## src/rtl/lm_sm_pkg.sv

```systemverilog
// Shared constants for the LM/SM memory responder: opcodes, FSM encoding and default widths.
package lm_sm_pkg;

  localparam logic [3:0] OP_LM = 4'b0110;
  localparam logic [3:0] OP_SM = 4'b0111;

  localparam int DEF_ADDR_W = 16;
  localparam int DEF_DATA_W = 16;
  localparam int DEF_TO_CYC = 16;

  typedef enum logic [1:0] {
    ST_IDLE  = 2'd0,
    ST_ISSUE = 2'd1,
    ST_WB    = 2'd2,
    ST_DONE  = 2'd3
  } state_t;

endpackage

```

## src/rtl/lm_sm_mem_resp.sv

```systemverilog
// Per-beat memory sequencer for LM/SM multi-register instructions.
// Optional memory-ack timeout enabled by defining LM_SM_TIMEOUT_EN.
//
// state | meaning
// IDLE  | ready for the next beat
// ISSUE | memory request held until ack (or timeout)
// WB    | one-cycle register write of load data
// DONE  | one-cycle done pulse after the last beat
module lm_sm_mem_resp
  import lm_sm_pkg::*;
#(
  parameter int ADDR_W = DEF_ADDR_W,
  parameter int DATA_W = DEF_DATA_W,
  parameter int TO_CYC = DEF_TO_CYC
) (
  input  logic              clk,
  input  logic              rst,
  input  logic              beat_valid,
  output logic              beat_ready,
  input  logic              beat_is_lm,
  input  logic              beat_is_sm,
  input  logic [2:0]        beat_reg,
  input  logic [ADDR_W-1:0] beat_base,
  input  logic [ADDR_W-1:0] beat_off,
  input  logic              beat_last,
  output logic [2:0]        rf_rd_addr,
  input  logic [DATA_W-1:0] rf_rd_data,
  output logic              rf_wr_en,
  output logic [2:0]        rf_wr_addr,
  output logic [DATA_W-1:0] rf_wr_data,
  output logic              mem_req,
  output logic              mem_we,
  output logic [ADDR_W-1:0] mem_addr,
  output logic [DATA_W-1:0] mem_wdata,
  input  logic              mem_ack,
  input  logic [DATA_W-1:0] mem_rdata,
  output logic              done,
  output logic              err
);

  state_t            state;
  logic              is_sm_q;
  logic              last_q;
  logic [2:0]        reg_q;
  logic [ADDR_W-1:0] addr_q;
  logic [DATA_W-1:0] data_q;
  logic              timeout;

  always_ff @(posedge clk or posedge rst) begin
    if (rst) begin
      state   <= ST_IDLE;
      is_sm_q <= 1'b0;
      last_q  <= 1'b0;
      reg_q   <= '0;
      addr_q  <= '0;
      data_q  <= '0;
    end else begin
      case (state)
        ST_IDLE: begin
          // Malformed beats (neither or both kinds) are swallowed here.
          if (beat_valid && (beat_is_lm ^ beat_is_sm)) begin
            is_sm_q <= beat_is_sm;
            last_q  <= beat_last;
            reg_q   <= beat_reg;
            addr_q  <= beat_base + beat_off;
            state   <= ST_ISSUE;
          end
        end
        ST_ISSUE: begin
          if (mem_ack) begin
            if (is_sm_q) begin
              state <= last_q ? ST_DONE : ST_IDLE;
            end else begin
              data_q <= mem_rdata;
              state  <= ST_WB;
            end
          end else if (timeout) begin
            state <= ST_IDLE;
          end
        end
        ST_WB:   state <= last_q ? ST_DONE : ST_IDLE;
        ST_DONE: state <= ST_IDLE;
        default: state <= ST_IDLE;
      endcase
    end
  end

`ifdef LM_SM_TIMEOUT_EN
  localparam int TMR_W = $clog2(TO_CYC + 1);
  logic [TMR_W-1:0] tmr;

  // Reloaded in IDLE so the final ISSUE cycle before giving up sees zero.
  always_ff @(posedge clk or posedge rst) begin
    if (rst) begin
      tmr <= '0;
    end else if (state == ST_IDLE) begin
      tmr <= TMR_W'(TO_CYC - 1);
    end else if (state == ST_ISSUE && tmr != '0) begin
      tmr <= tmr - 1'b1;
    end
  end

  assign timeout = (state == ST_ISSUE) && (tmr == '0) && !mem_ack;
  assign err     = timeout;
`else
  logic unused_cfg;
  assign unused_cfg = (TO_CYC == 0);
  assign timeout    = 1'b0;
  assign err        = 1'b0;
`endif

  assign beat_ready = (state == ST_IDLE) && !rst;
  assign mem_req    = (state == ST_ISSUE);
  assign mem_we     = (state == ST_ISSUE) && is_sm_q;
  assign mem_addr   = addr_q;
  assign mem_wdata  = ((state == ST_ISSUE) && is_sm_q) ? rf_rd_data : '0;
  assign rf_rd_addr = reg_q;
  assign rf_wr_en   = (state == ST_WB);
  assign rf_wr_addr = reg_q;
  assign rf_wr_data = data_q;
  assign done       = (state == ST_DONE);

endmodule

```

## config.mk

```make
export PLATFORM = sky130hd
export DESIGN_NAME = lm_sm_mem_resp
export DESIGN_NICKNAME = d
export VERILOG_FILES = /design/src/rtl/lm_sm_pkg.sv /design/src/rtl/lm_sm_mem_resp.sv
export SDC_FILE = /design/constraint.sdc
export NUM_CORES = 1
export LEC_CHECK = 0
export BUFFER_PORTS_ARGS = -buffer_cell sky130_fd_sc_hd__clkbuf_2
export CORE_MARGIN = 3
export CORE_UTILIZATION = 30
export DETAILED_ROUTE_END_ITERATION = 8
export PLACE_DENSITY = 0.63
export SLEW_MARGIN = 15
export SYNTH_ARGS = -nofsm -noshare
export SYNTH_HDL_FRONTEND = slang
export SYNTH_SLANG_ARGS = --single-unit
```

## constraint.sdc

```tcl
create_clock -name clk -period 1.5 [get_ports clk]
set_input_delay 0.15 -clock clk [delete_from_list [all_inputs] [get_ports clk]]
set_output_delay 0.15 -clock clk [all_outputs]
set_load 0.02 [all_outputs]
```

==> metrics.yaml, run 1 <==
syn_area_per_cell_um2: 10.01
coreArea_um2: 7447
start_util_pct: 31.59
rsz0062_at_grt: "yes"
final_cell_area_um2: 4019
ys_warn_count: 0
fin_skew_ns: 0.01012
fin_tns_setup_ns: -2.640
fin_crit_ns: 1.607
drt-total-wl_um: 6986
worstPathRequired_ns: 1.67
grt_max_degree: 23
synth_top_area_cell: "dfrtp_1"
ios: 134
fillers: 692
path_clk_slew_ns: 0.08
yosysSeqAreaShare_pct: 41.49
seq_area_um2: 975.9
die-area_um2: 8940
final_common_cell: "clkbuf_2"
syn_nets: 325
grt_pass1_wl_um: 10460
leakage_uw: 0.002012
fin_cells: 507
place_ws_ns: -0.3881
status: "complete, but fails checks"
critPathKind: "register to register"
hpwl_um: 5214
clock_latency_ns: 0.29
layout_setup_ws_ns: -0.1066
core.rowCount: 31
htree_levels: 2
root_buffer: "clkbuf_8"
post_route_cells_drive_above_1_share_pct: 60.54
grt.overflow.total: 0
io_buffer_count: 132
worst_setup_path_end_kind: "register"
multi_input_area_um2: 1540
grt_antenna_before_repair: 0
fin_crit_sh_pct: 107.1
dp.cells: 489
slew_headroom_pct: 50.02
yosys.area.top_type_share_pct: 41.49
finalHoldViolCount: 0
grt_util_all_layers_pct: 14.74
post-route-util_pct: 53.97
hold_start: "beat_last"
ant_nets: 0
cp-start-kind: "register"
p_per_area_nw_per_um2: 1592
nets: 497
dr.pass1.iters: 5
die_h_um: 94.55
netlist_instances: 235
mostFrequentLayoutCells: "112 x clkbuf_2, 39 x dfrtp_1, 39 x buf_4"
num_vias: 2357
finalSetupViolations: 35
cap_violations: 0
n_antenna_cell: 0
numCtsBuffers: 5
place_area_um2: 3468
worstPathArrival_ns: 1.78
synth_area_leaders: "dfrtp_1 41%, mux2_2 11%, ha_1 8.0%"
timing.rr.start: "state[1]$_DFFE_PP0P_"
area_growth_pct: 70.85
path_max_fanout: 8
clkSinkCount: 39
netlist_area_um2: 2352
grt_pass1_vias: 2348
clock_path_buffers: 2
violations: "setup timing"
via_per_inst: 4.649
vdd_ir_drop_max_mv: 0.4839
initialDrtViolationCount: 31
globalplace.congestion: 0.7859
die_x_um: 94.55
tritoncts: "done"
max_freq_mhz: 622.4
post-route-drc-count: 0
hold_path_class: "input pin to register"
wl_per_cell_um: 13.78
synth_cell_type_count: 41
worstMarginPinSlew_ns: 0.7451
ys_ff_latch: 39
maxSlewViolCount: 0
crit_path_start: "state[1]$_DFFE_PP0P_"
cell usage after synthesis:
library cell / number
dfrtp_1: 39
nand2_1: 28
mux2_2: 23
o21ai_0: 20
and3_1: 16
ha_1: 15
a21oi_1: 14
clkbuf_1: 9
xor2_1: 9
xnor2_1: 6
and2_1: 5
buf_4: 4
nand3_1: 4
a21o_1: 3
inv_1: 3
nand4_1: 3
nor2_1: 3
nor3_1: 3
a211o_1: 2
and4_1: 2
buf_2: 2
nor2b_1: 2
o21a_1: 2
a211oi_1: 1
a21boi_0: 1
a221o_1: 1
a31o_2: 1
a31oi_1: 1
a41oi_1: 1
and3b_1: 1
buf_6: 1
conb_1: 1
fa_1: 1
mux2i_1: 1
nand2b_1: 1
o211ai_1: 1
o21ba_2: 1
o21bai_1: 1
o221ai_1: 1
or3_1: 1
or4_1: 1
power by group:
group / internal (µW) / total (µW) / switching [µW]
clock network: 325 / 685 / 361
registers: 1570 / 1870 / 296
logic: 1840 / 3840 / 2000
total: 3740 / 6400 / 2660
per-layer routing:
metal	track usage [%]	part of all wire, %	wire length [µm]	vias to the layer above
li1	-	-	-	1178
met1	17.16	40	2801	1098
met2	26.95	54	3742	74
met3	3.108	5.3	370	7
met4	4.567	1.0	71	0
met5	0	0	0	-
worst max-delay path, cell delays in order, from the launching register on:
cell,delay [ns]
dfrtp_1,0.39
buf_6,0.13
nor2b_4,0.18
and3b_2,0.28
clkbuf_16,0.17
mux2_2,0.33
cells by family after synthesis:
logic type,after synthesis,share of synthesized area (%)
AO/OA/AOI/OAI,51,13.09
XOR/XNOR,15,5.585
adder cells (fa/ha/maj),16,8.830
buffers and inverters,19,4.096
flip-flops,39,41.49
multiplexers,24,11.44
other,1,0.1594
AND/OR/NAND/NOR,70,15.32
per-stage QoR:
step                total power [µW]  hold WS, ns
CTS                             6056      0.07947
detailed placement              5029       0.2189
finish                          6396      0.09017
global route                    6814      0.07399
global placement                4934       0.2061
floorplan                       3859       0.2827
final timing paths:
check,to,slack (ns),depth (start not counted)
hold reg to reg,mem_addr[6]$_DFFE_PP0P_,0.49,2
setup reg to reg,rf_wr_data[12]$_DFFE_PP0P_,-0.11,5
hold / removal,last_q$_DFFE_PP0P_,0.09,2
max in group asynchronous,rf_wr_data[10]$_DFFE_PP0P_,0.53,4
min in group asynchronous,is_sm_q$_DFFE_PP0P_,0.48,3
setup / recovery,rf_wr_data[12]$_DFFE_PP0P_,-0.11,5
cell type report:
type | count | share of cell area, %
flip-flops and latches | 39 | 24.28
inverters | 3 | 0.2802
clock inverters | 2 | 0.3113
multi-input cells | 177 | 38.33
repair buffers | 181 | 31.91
clock buffers | 6 | 1.806
well taps | 99 | 3.082
sequential cells by signal (all words and copies together) (netlist names):
| signal | flops |
|---|---|
| is_sm_q | 1 |
| state | 2 |
| last_q | 1 |
| rf_wr_data | 16 |
| rf_rd_addr | 3 |
| mem_addr | 16 |
repair_timing:
action | CTS | global route
setup buffers | 4 | 1
pin swaps | 2 | 17
cloned | 2 | 2
hold endpoints to repair | 19 | 0
hold buffers | 1 | 0
gates resized for setup | 47 | 53
setup endpoints to repair | 37 | 45
No activity file was read; power rests on OpenSTA's default activity.
==> inputs of run 2 (changes only) <==
- CORE_ASPECT_RATIO: not set -> 0.7
==> run 2 against run 1 <==
  * The run still ends with setup timing left
  * First-iteration DRC count rose to 2.8 times the previous value
  * Via count increased by 0.59%
  * Clock power up 0.6%
  * Clock-buffer cell count decreased by 1
  * Worst hold slack better by 0.0056 ns
  * Die area increased by 0.19%
  * Register-to-register slack better by 0.02 ns
  * Non-clock buffer count increased by 4
  * Routed wire length increased by 7.1%
  * Flip-flop and latch count unchanged
  * Setup slack worse by 0.013 ns
  * Sequential power rose by 2%
  * Critical path type is now register to primary output
==> metrics.yaml, run 2 (synthesized netlist as in run 1, its figures left out) <==
status: "complete, but fails checks"
violations: "setup timing"
worst_path_most_repeated_cell: "buf_6"
critPathKind: "register to primary output"
leakage_uw: 0.002082
path_max_fanout: 8
vdd_ir_drop_max_mv: 0.9464
layout_setup_ws_ns: -0.1192
die_x_um: 111.8
crit_path_cell_trace: "buf_6 -> nor2b_4 -> buf_6 -> and3_4 -> buf_8"
finalSetupViolations: 37
rsz0062_at_grt: "yes"
cap_violations: 0
post_route_cells_drive_above_1_share_pct: 59.22
initialDrtViolationCount: 86
globalplace.congestion: 0.8265
ant_nets: 0
fin_crit_ns: 1.619
fillers: 664
cp-start-kind: "register"
root_buffer: "clkbuf_8"
start_util_pct: 31.58
place_area_um2: 3462
crit_slowest_cell: "dfrtp_1"
grt_max_degree: 40
clkSinkCount: 39
hpwl_um: 5300
p_per_area_nw_per_um2: 1607
path_clk_slew_ns: 0.08
dr.pass1.iters: 4
mostFrequentLayoutCells: "111 x clkbuf_2, 45 x buf_4, 39 x dfrtp_1"
post-route-util_pct: 54.22
final_common_cell: "clkbuf_2"
via_per_inst: 4.649
worstPathRequired_ns: 1.35
area_growth_pct: 71.70
critPathMaxStageDelay_ns: 0.41
hold_slack_ns: 0.09573
max_freq_mhz: 617.6
maxSlewViolCount: 0
grt.overflow.total: 0
worstMarginPinSlew_ns: 0.5083
worstPathArrival_ns: 1.47
n_antenna_cell: 0
core.rowCount: 26
hold_path_class: "input pin to register"
coreArea_um2: 7450
tritoncts: "done"
num_vias: 2371
clock_path_buffers: 2
die-area_um2: 8956
worst_setup_path_end_kind: "primary output"
final_cell_area_um2: 4039
die_h_um: 80.09
post-route-drc-count: 0
grt_util_all_layers_pct: 15.40
io_buffer_count: 132
ios: 134
fin_skew_ns: 0.003999
htree_levels: 2
wl_per_cell_um: 14.66
place_ws_ns: -0.3996
grt_pass1_wl_um: 11090
fin_crit_sh_pct: 107.9
clock_latency_ns: 0.28
numCtsBuffers: 5
nets: 501
fin_tns_setup_ns: -3.001
slew_headroom_pct: 66.11
finalHoldViolCount: 0
grt_pass1_vias: 2296
grt_antenna_before_repair: 0
drt-total-wl_um: 7479
[run 2: changes by cell type in the layout (fill, tap and decap cells not counted), moves of 6 or more]
cell	before	now
and3_1	1	10
and3_4	15	6
clkbuf_8	7	16
buf_8	15	8
mux2_2	14	7
mux2_4	9	16
buf_4	39	45
[run 2: power breakdown]
| group | internal, µW | switching, µW | total, µW |
|---|---|---|---|
| combinational | 1890 | 2000 | 3890 |
| sequential | 1570 | 340 | 1910 |
| clock | 323 | 366 | 689 |
| total | 3780 | 2710 | 6490 |
[run 2: layout make-up]
cell class | instances | area [µm²] | area share, %
flip-flops and latches | 39 | 975.9 | 24.16
clock buffers | 5 | 68.82 | 1.704
inverters | 3 | 11.26 | 0.2788
multi-input cells | 177 | 1541 | 38.17
well taps | 98 | 122.6 | 3.036
repair buffers | 185 | 1299 | 32.16
clock inverters | 3 | 20.02 | 0.4957
[run 2: per-stage QoR]
stage | instances | power (µW)
floorplan | 235 | 3859
global placement | 489 | 4946
detailed placement | 489 | 5030
CTS | 507 | 6140
global route | 510 | 6910
finish | 510 | 6489
[run 2: layer usage]
| metal | vias to the layer above | part of all wire [%] | global-route usage, % |
|---|---|---|---|
| li1 | 1184 | - | - |
| met2 | 85 | 47 | 26.26 |
| met1 | 1096 | 45 | 19.50 |
| met3 | 6 | 6.8 | 4.217 |
| met4 | 0 | 0.71 | 3.767 |
| met5 | - | 0 | 0 |
[run 2: critical path: cells and delay by family (launching register included)]
family	cells	cell delay, ns
buffers and inverters	3	0.40
and+or+nand+nor	2	0.37
DFF	1	0.41
[run 2: worst paths after layout]
kind / start / end / slack (ns) / depth (start not counted)
worst max-delay path: state[1]$_DFFE_PP0P_ / mem_wdata[7] / -0.12 / 5
worst min-delay path: beat_reg[2] / rf_rd_addr[2]$_DFFE_PP0P_ / 0.1 / 2
worst max register to register: state[1]$_DFFE_PP0P_ / rf_wr_data[6]$_DFFE_PP0P_ / -0.09 / 5
worst min register to register: mem_addr[15]$_DFFE_PP0P_ / mem_addr[15]$_DFFE_PP0P_ / 0.49 / 2
max in group asynchronous: rst / mem_addr[13]$_DFFE_PP0P_ / 0.57 / 4
min in group asynchronous: rst / mem_addr[10]$_DFFE_PP0P_ / 0.59 / 4
[run 2: repair_timing]
item,CTS,global route
pin swaps,3,14
cloned,2,1
hold buffers,1,0
endpoints found under the setup margin,44,52
resized for setup,48,47
setup buffers,7,2
endpoints found under the hold margin,39,0
==> inputs of run 3 (changes only) <==
- SKIP_LAST_GASP: not set -> 1
==> run 3 against run 2 <==
  * The run still ends with setup timing left
  * Highest routed layer unchanged
  * Flip-flop and latch count did not move
  * Sequential power barely moved
  * Final cell count did not move
  * Critical path type unchanged
  * Setup slack got worse by 0.00052 ns
  * Register-to-register slack barely moved
==> metrics.yaml, run 3 (synthesized netlist as in run 1, its figures left out) <==
via_per_inst: 4.643
area_growth_pct: 71.60
critPathMaxStageDelay_ns: 0.41
p_comb_share_pct: 59.9
ant_nets: 0
max_freq_mhz: 617.4
whs_path_depth: 2
num_vias: 2368
leakage_uw: 0.002081
die-area_um2: 8956
clock_latency_ns: 0.28
maxSlewViolCount: 0
crit_slowest_cell: "dfrtp_1"
initialDrtViolationCount: 86
worst_path_most_repeated_cell: "buf_6"
seqPwrFrac_pct: 29.5
internal_power_uw: 3781
crit_path_cell_trace: "buf_6 -> nor2b_4 -> buf_6 -> and3_4 -> buf_8"
post-route-util_pct: 54.18
grt_pass1_vias: 2296
clkSinkCount: 39
swShare_pct: 41.72
hpwl_um: 5300
place_area_um2: 3462
timing.rr.start: "state[1]$_DFFE_PP0P_"
nets: 501
fin_crit_ns: 1.620
grt.busiest_layer: "met2"
final_common_cell: "clkbuf_2"
grt_use_met1_pct: 19.50
grt_util_all_layers_pct: 15.40
cap_violations: 0
coreArea_um2: 7450
core.rowCount: 26
die_x_um: 111.8
tritoncts: "done"
worstPathRequired_ns: 1.35
hold_slack_ns: 0.09520
io_buffer_count: 132
ff2ff_path_depth: 5
power.total_uw: 6487
drt-total-wl_um: 7466
p_per_area_nw_per_um2: 1607
whs_endpoint: "rf_rd_addr[2]$_DFFE_PP0P_"
cp-start-kind: "register"
final_cell_area_um2: 4036
clock_path_buffers: 2
fin_skew_ns: 0.004006
hold_start: "beat_reg[2]"
root_buffer: "clkbuf_8"
worstMarginPinSlew_ns: 0.5079
ios: 134
rsz0062_at_grt: "yes"
grt_pass1_wl_um: 11090
worstPathArrival_ns: 1.47
violations: "setup timing"
dr.pass1.iters: 4
crit_buf_inv: 3
post_route_cells_drive_above_1_share_pct: 58.98
status: "complete, but fails checks"
ff2ff_setup_slack_ns: -0.09
layout_setup_ws_ns: -0.1197
grt_max_degree: 40
grtUsageMet2_pct: 26.26
p_clk_share_pct: 10.6
worst_setup_path_end_kind: "primary output"
post-route-drc-count: 0
numCtsBuffers: 5
path_max_fanout: 8
hold_path_class: "input pin to register"
mostFrequentLayoutCells: "111 x clkbuf_2, 45 x buf_4, 39 x dfrtp_1"
reg2reg_to: "rf_wr_data[6]$_DFFE_PP0P_"
n_antenna_cell: 0
finalHoldViolCount: 0
slew_headroom_pct: 66.14
wl_per_cell_um: 14.64
vdd_ir_drop_max_mv: 0.9465
crit_family: "flip-flops"
finalSetupViolations: 37
fin_crit_sh_pct: 108.0
critPathKind: "register to primary output"
grt.overflow.total: 0
start_util_pct: 31.58
die_h_um: 80.09
path_clk_slew_ns: 0.08
switchingPower_uw: 2706
grt_antenna_before_repair: 0
htree_levels: 2
globalplace.congestion: 0.8265
use_met3_pct: 4.217
-- run 3: layout make-up --
type | count | area, µm²
clock inverters | 3 | 20.02
multi-input cells | 177 | 1539
flip-flops and latches | 39 | 975.9
repair buffers | 185 | 1299
fillers | 665 | 3413
well taps | 98 | 122.6
inverters | 3 | 11.26
clock buffers | 5 | 68.82
-- run 3: repair_timing --
action                                  CTS  global route
pin swaps                                 3            14
cloned                                    2             1
setup buffers                             7             2
resized for setup                        48            46
hold endpoints to repair                 39             0
hold buffers                              1             0
endpoints found under the setup margin   44            52
-- run 3: per-stage QoR --
stage | instances | setup TNS (ns) | worst slack [ns]
final | 510 | -3.015 | -0.1197
after global placement | 489 | -2.732 | -0.3394
after CTS | 507 | -2.312 | -0.1008
after floorplan | 235 | -0.4597 | -0.1044
after detailed placement | 489 | -3.272 | -0.3996
after global routing | 510 | -5.621 | -0.1809
-- run 3: worst max path at each step --
stage | startpoint | endpoint | slack [ns] | cells after the start
finish | state[1]$_DFFE_PP0P_ | mem_wdata[7] | -0.12 | 5
detailed placement | beat_base[0] | mem_addr[10]$_DFFE_PP0P_ | -0.40 | 9
CTS | state[1]$_DFFE_PP0P_ | mem_wdata[12] | -0.10 | 5
global route | state[1]$_DFFE_PP0P_ | mem_wdata[8] | -0.18 | 5
floorplan | beat_base[8] | mem_addr[13]$_DFFE_PP0P_ | -0.10 | 8
global placement | beat_base[0] | mem_addr[10]$_DFFE_PP0P_ | -0.34 | 9
-- run 3: power by group through the flow --
stage,sequential (µW),combinational [µW],clock (µW)
2_1_floorplan,2440,1420,0
3_3_place_gp,1880,3060,0
3_5_place_dp,1910,3120,0
4_1_cts,1900,3510,732
5_1_grt,1970,4160,781
6_report,1910,3890,690
-- run 3: layer usage --
layer,share of wire (%),wire [µm]
met1,45,3380
met2,47,3541
met3,6.6,490
met5,0,0
met4,0.71,53
-- run 3: worst register-to-register path: stages, from the launching register on --
cell and delay (ns):
dfrtp_1 0.41, buf_6 0.13, nor2b_4 0.17, and3b_2 0.28, clkbuf_16 0.18, mux2_4 0.30
